## config.mk

```make
export PLATFORM = sky130hd
export DESIGN_NAME = load_counter_flat
export DESIGN_NICKNAME = d
export VERILOG_FILES = /design/src/rtl/load_counter_if.sv /design/src/rtl/load_counter.sv /design/src/flat_wrapper.sv
export SDC_FILE = /design/constraint.sdc
export NUM_CORES = 1
export LEC_CHECK = 0
export CAP_MARGIN = 20
export CELL_PAD_IN_SITES_DETAIL_PLACEMENT = 2
export CELL_PAD_IN_SITES_GLOBAL_PLACEMENT = 2
export CORE_AREA = 3 3 40 42
export DETAILED_ROUTE_END_ITERATION = 8
export DIE_AREA = 0 0 43 45
export PLACE_DENSITY_LB_ADDON = 0.2
export SYNTH_ARGS = -nofsm -noshare
export SYNTH_HDL_FRONTEND = slang
export SYNTH_SLANG_ARGS = --single-unit
```

## constraint.sdc

```tcl
create_clock -name clk -period 2.85 [get_ports clk]
set_input_delay 0.57 -clock clk [delete_from_list [all_inputs] [get_ports clk]]
set_output_delay 0.57 -clock clk [all_outputs]
set_load 0.03 [all_outputs]
```

## src/rtl/load_counter_if.sv

```systemverilog
// rtl/load_counter_if.sv - load/enable/data request and count/tc response bundle for load_counter
interface load_counter_if #(
   parameter int WIDTH = 4
) ();
   logic             load;
   logic             enable;
   logic [WIDTH-1:0] data;
   logic [WIDTH-1:0] count;
   logic             tc;

   modport master (
      output load,
      output enable,
      output data,
      input  count,
      input  tc
   );

   modport slave (
      input  load,
      input  enable,
      input  data,
      output count,
      output tc
   );
endinterface

```

## src/rtl/load_counter.sv

```systemverilog
// rtl/load_counter.sv - WIDTH-bit up-counter with parallel load, enable and terminal count
// Define LOAD_COUNTER_ASSERT_EN to compile in simulation-only X/Z checks on the control inputs.
module load_counter #(
   parameter int WIDTH = 4
) (
   input logic           clk,
   input logic           reset,
   load_counter_if.slave bus
);
   logic [WIDTH-1:0] count_q;
   logic [WIDTH-1:0] count_d;

   // Load outranks enable; data only matters when load is selected.
   always_comb begin
      count_d = count_q;
      if (bus.load) begin
         count_d = bus.data;
      end else if (bus.enable) begin
         count_d = count_q + 1'b1;
      end
   end

   always_ff @(posedge clk or posedge reset) begin
      if (reset) begin
         count_q <= '0;
      end else begin
         count_q <= count_d;
      end
   end

   assign bus.count = count_q;
   assign bus.tc    = (&count_q) & bus.enable & ~bus.load & ~reset;

`ifdef LOAD_COUNTER_ASSERT_EN
   always @(posedge clk) begin
      if (reset === 1'b0) begin
         if ($isunknown(bus.load) || $isunknown(bus.enable)) begin
            $error("load_counter: load or enable is X/Z at a clock edge");
         end
         if ((bus.load === 1'b1) && $isunknown(bus.data)) begin
            $error("load_counter: data is X/Z while load is asserted");
         end
      end
   end
`else
   // Checks compiled out; behaviour identical.
`endif
endmodule

```

## src/flat_wrapper.sv

```systemverilog
// flat-port wrapper written by rule: the top's interface ports become plain ports
module load_counter_flat 
#(
   parameter int WIDTH = 4
)
  (clk, reset, bus_load, bus_enable, bus_data, bus_count, bus_tc);
  load_counter_if #(.WIDTH(WIDTH)) bus_i ();
  input logic clk;
  input logic reset;
  input wire logic [$bits(bus_i.load)-1:0] bus_load;
  input wire logic [$bits(bus_i.enable)-1:0] bus_enable;
  input wire logic [$bits(bus_i.data)-1:0] bus_data;
  output wire logic [$bits(bus_i.count)-1:0] bus_count;
  output wire logic [$bits(bus_i.tc)-1:0] bus_tc;
  assign bus_i.load = bus_load;
  assign bus_i.enable = bus_enable;
  assign bus_i.data = bus_data;
  assign bus_count = bus_i.count;
  assign bus_tc = bus_i.tc;
  load_counter #(.WIDTH(WIDTH)) u_core (.clk(clk), .reset(reset), .bus(bus_i));
endmodule
```

==> results of run 1 <==
==> critical path, delay by kind of cell <==
kind	cells	cell delay [ps]
buffers and inverters	2	1210
AND/OR/NAND/NOR	2	300
==> worst paths after layout <==
| check | endpoint | slack, ps | cells after the start |
|---|---|---|---|
| setup / recovery | bus_tc | 210 | 4 |
| hold / removal | u_core.bus.count[2] | 580 | 2 |
| setup reg to reg | u_core.bus.count[2] | 1750 | 4 |
| hold reg to reg | u_core.bus.count[3] | 610 | 2 |
| max in group asynchronous | u_core.bus.count[1] | 2120 | 2 |
| min in group clk | u_core.bus.count[3] | 610 | 2 |
==> power by group <==
part	internal (uW)	switching, uW	total (uW)
Combinational	31.6	31.2	62.8
Sequential	64.3	8.29	72.6
Clock	47.1	23.3	70.4
Total	143	62.8	206
==> layer usage <==
layer  GRT usage, %  vias to the layer above
met1          8.959                      116
met2          14.07                       13
li1               -                      113
met3          6.773                        5
met4          9.036                        0
met5              0                        -
==> through the flow <==
stage               hold WS, ps  utilization [%]  cells  total power [uW]  worst slack (ps)
floorplan                 336.1                -     24             103.5             539.7
global placement          598.1            28.43     52             135.8             236.0
detailed placement        597.2            28.43     52             136.3             205.9
CTS                       581.9            30.19     55             210.3             194.7
global route              581.1            30.19     55             224.3             148.7
finish                    576.0            30.19     55             205.9             210.7
==> cell families after synthesis <==
logic type                 after synthesis  synth area share (%)
DFF                                      4                 46.51
AOI/OAI and AO/OA                        4                 9.298
and+or+nand+nor                          9                 18.03
muxes                                    1                 4.651
buffers and inverters                    2                 3.485
adders and majority gates                1                 5.813
xor gates and xnor gates                 3                 12.21
==> cells in the final DEF, fill, tap and decap left out <==
cell type         n
xor2_1            2
nand4_1           1
nor4_1            1
dfrtp_1           4
clkbuf_4          3
o21ai_0           3
inv_1             1
o21ai_1           1
clkdlybuf4s50_1  12
xnor2_1           1
buf_4             2
mux2i_1           1
ha_1              1
nand2_1           7
==> layout make-up <==
type                            count  area share, %
Multi-Input combinational cell     18          27.74
Sequential cell                     4          25.81
Timing Repair Buffer               14          34.84
Clock buffer                        3          5.806
Tap cell                           15          4.839
Inverter                            1         0.9677
==> qor_table.md, run 1 <==
| Item | This run |
|---|---|
| Max-capacitance violation count | 0 |
| Count of filler cells inserted in the layout | 154 |
| Hold Vio Cnt, Final | 0 |
| CTS Hold Bufs | 0 |
| Worst EP required | 2280 ps |
| Antenna violation net count after detailed routing | 0 |
| Die area | 0.001935 mm2 |
| Maximum number of pins on one net before global-route repair | 8 |
| Max-slew violations | 0 |
| Highest routed metal layer | met4 |
| Signal arrival time at the worst endpoint | 2070 ps |
| Clock-pin slew reported for the worst setup and hold paths after clock tree synthesis | 40 ps |
| Height of the die | 45 um |
| Clock Latency Late Sink | 240 ps |
| Sink count of the clock tree | 4 |
| Post-synthesis average cell area | 8.967 um2 |
| Synth-to-Final Area Change | 80.23% |
| Total Routed Length | 662 um |
| Count of standard-cell rows | 13 |
| Largest area contributor in the synthesized netlist | dfrtp_1 |
| Clock root buffer | clkbuf_4 |
| CTS tree | yes |
| Number of distinct library cell variants in the gate-level netlist after synthesis | 12 |
| GRT Total Usage | 9.675% |
| Area occupied by multi-input gates | 107.6 um2 |
| Final instance area | 387.9 um2 |
| Result of the run | finished clean |
| Mapped cell area | 215.2 um2 |
| Hold WC Path Type | in2async |
| Top cells by area in the synthesized netlist | dfrtp_1 (47%), nand2_1 (12%), xor2_1 (8.1%), o21ai_0 (7.0%), ha_1 (5.8%) |
| Count leader, synth | nand2_1 |
| Share of Yosys cell area claimed by the top area cell type | 46.51% |
| Sequential cell area | 100.1 um2 |
| Critical Path Most Common Cell | clkdlybuf4s50_1 |
| Die X-Extent | 43 um |
| Routability congestion estimate | 0.6752 |
| Initial Utilization | 16.75% |
| Final min period | 2639 ps |
| Launching element of the worst setup path | bus_enable |
| Net count after synthesis | 33 |
| Power density relative to cell area | 530.7 mW/mm2 |
| CTS-repair resized insts | 0 |
| Sum of net half-perimeters after detailed placement | 517 um |
| Number of primary I/O pins | 13 |
| Average vias per placed instance | 4.491 |
| Number of violations reported at the end of detailed-routing iteration 0 | 1 |
| Total of flip-flops plus latches after synthesis | 4 |
| Iteration count of the initial detailed-routing pass | 2 |
| Core area | 0.001285 mm2 |
| Detail Route met2 WL | 307 um |
| Critical Setup Path Class | in2out |
| Share of the clock period used by the worst path | 92.61% |
| Number of diodes | 0 |
| Worst ir drop on vdd | 177.5 uV |
| Startpoint of the worst-slack reg-to-reg timing path | u_core.bus.count[0] |
| Most frequent cells after synthesis | nand2_1 (7), dfrtp_1 (4), o21ai_0 (3), xor2_1 (2) |
| Slowest library cell on the worst path | clkdlybuf4s50_1 |
| Wire length on met1 | 246 um |
| Cell count after synthesis | 24 |
| Final TNS setup | 0 ps |
| Antenna violations before repair | 0 |
| Remaining max-slew budget at the tightest pin | 79.54% |
| H-tree depth | 1 |
| RSZ-0062 raised after global routing | no |
| Proportion of register bits with asynchronous set or reset after synthesis | 100.0% |
| Post-synth EDFFs | 0 |
| Least-Margin Pin Slew | 306.0 ps |
| Cell chain of the critical path | clkdlybuf4s50_1 -> nand2_1 -> nor4_1 -> clkdlybuf4s50_1 |
| Routed via count | 247 |
| Fraction of the yosys area taken by sequential cells | 46.51% |
| Via count of the first global-routing pass | 291 |
| Leak Pwr | 0.0001638 uW |
| Proportion of layout cells with a drive suffix above 1 | 12.50% |
| Number of warnings reported in the yosys synthesis log | 0 |
| Setup Fix Bufs, Post-CTS | 0 |
| Input/output buffers | 12 |
| Flip-flop count of the largest register, all copies and words added | 4 |
| Standard cell area after detailed placement | 365.4 um2 |
| Overall overflow remaining after global route | 0 |
| Maximum number of buffers from clock root to sink | 2 |
| Clock buffer count from CTS | 3 |
| Drt drc | 0 |
| Wire length on met3 | 82 um |
| Startpoint type of the worst setup path | input pin |
| Worst setup EP type | output port |
| Commonest register cell after synthesis | dfrtp_1 |
| Routed length per placed instance | 12.04 um |
| F_max | 378.9 MHz |
| Worst path max stage delay | 720 ps |
| First-pass GRT wire length | 1242 um |
| Worst clock skew | 0.7594 ps |
| Highest fanout seen on the critical path | 2 |
| Setup violations, final | 0 |
| Number of nets in the final layout | 51 |
(Power assumes the default switching activity.)
==> inputs of run 2 (changes only) <==
ABC_AREA = 0   (was default)
HOLD_SLACK_MARGIN = 0.08   (was default)
SKIP_CTS_REPAIR_TIMING = 1   (was default)
==> results of run 2 <==
Same layout as run 1: the final DEF is identical, and so are final timing and power.
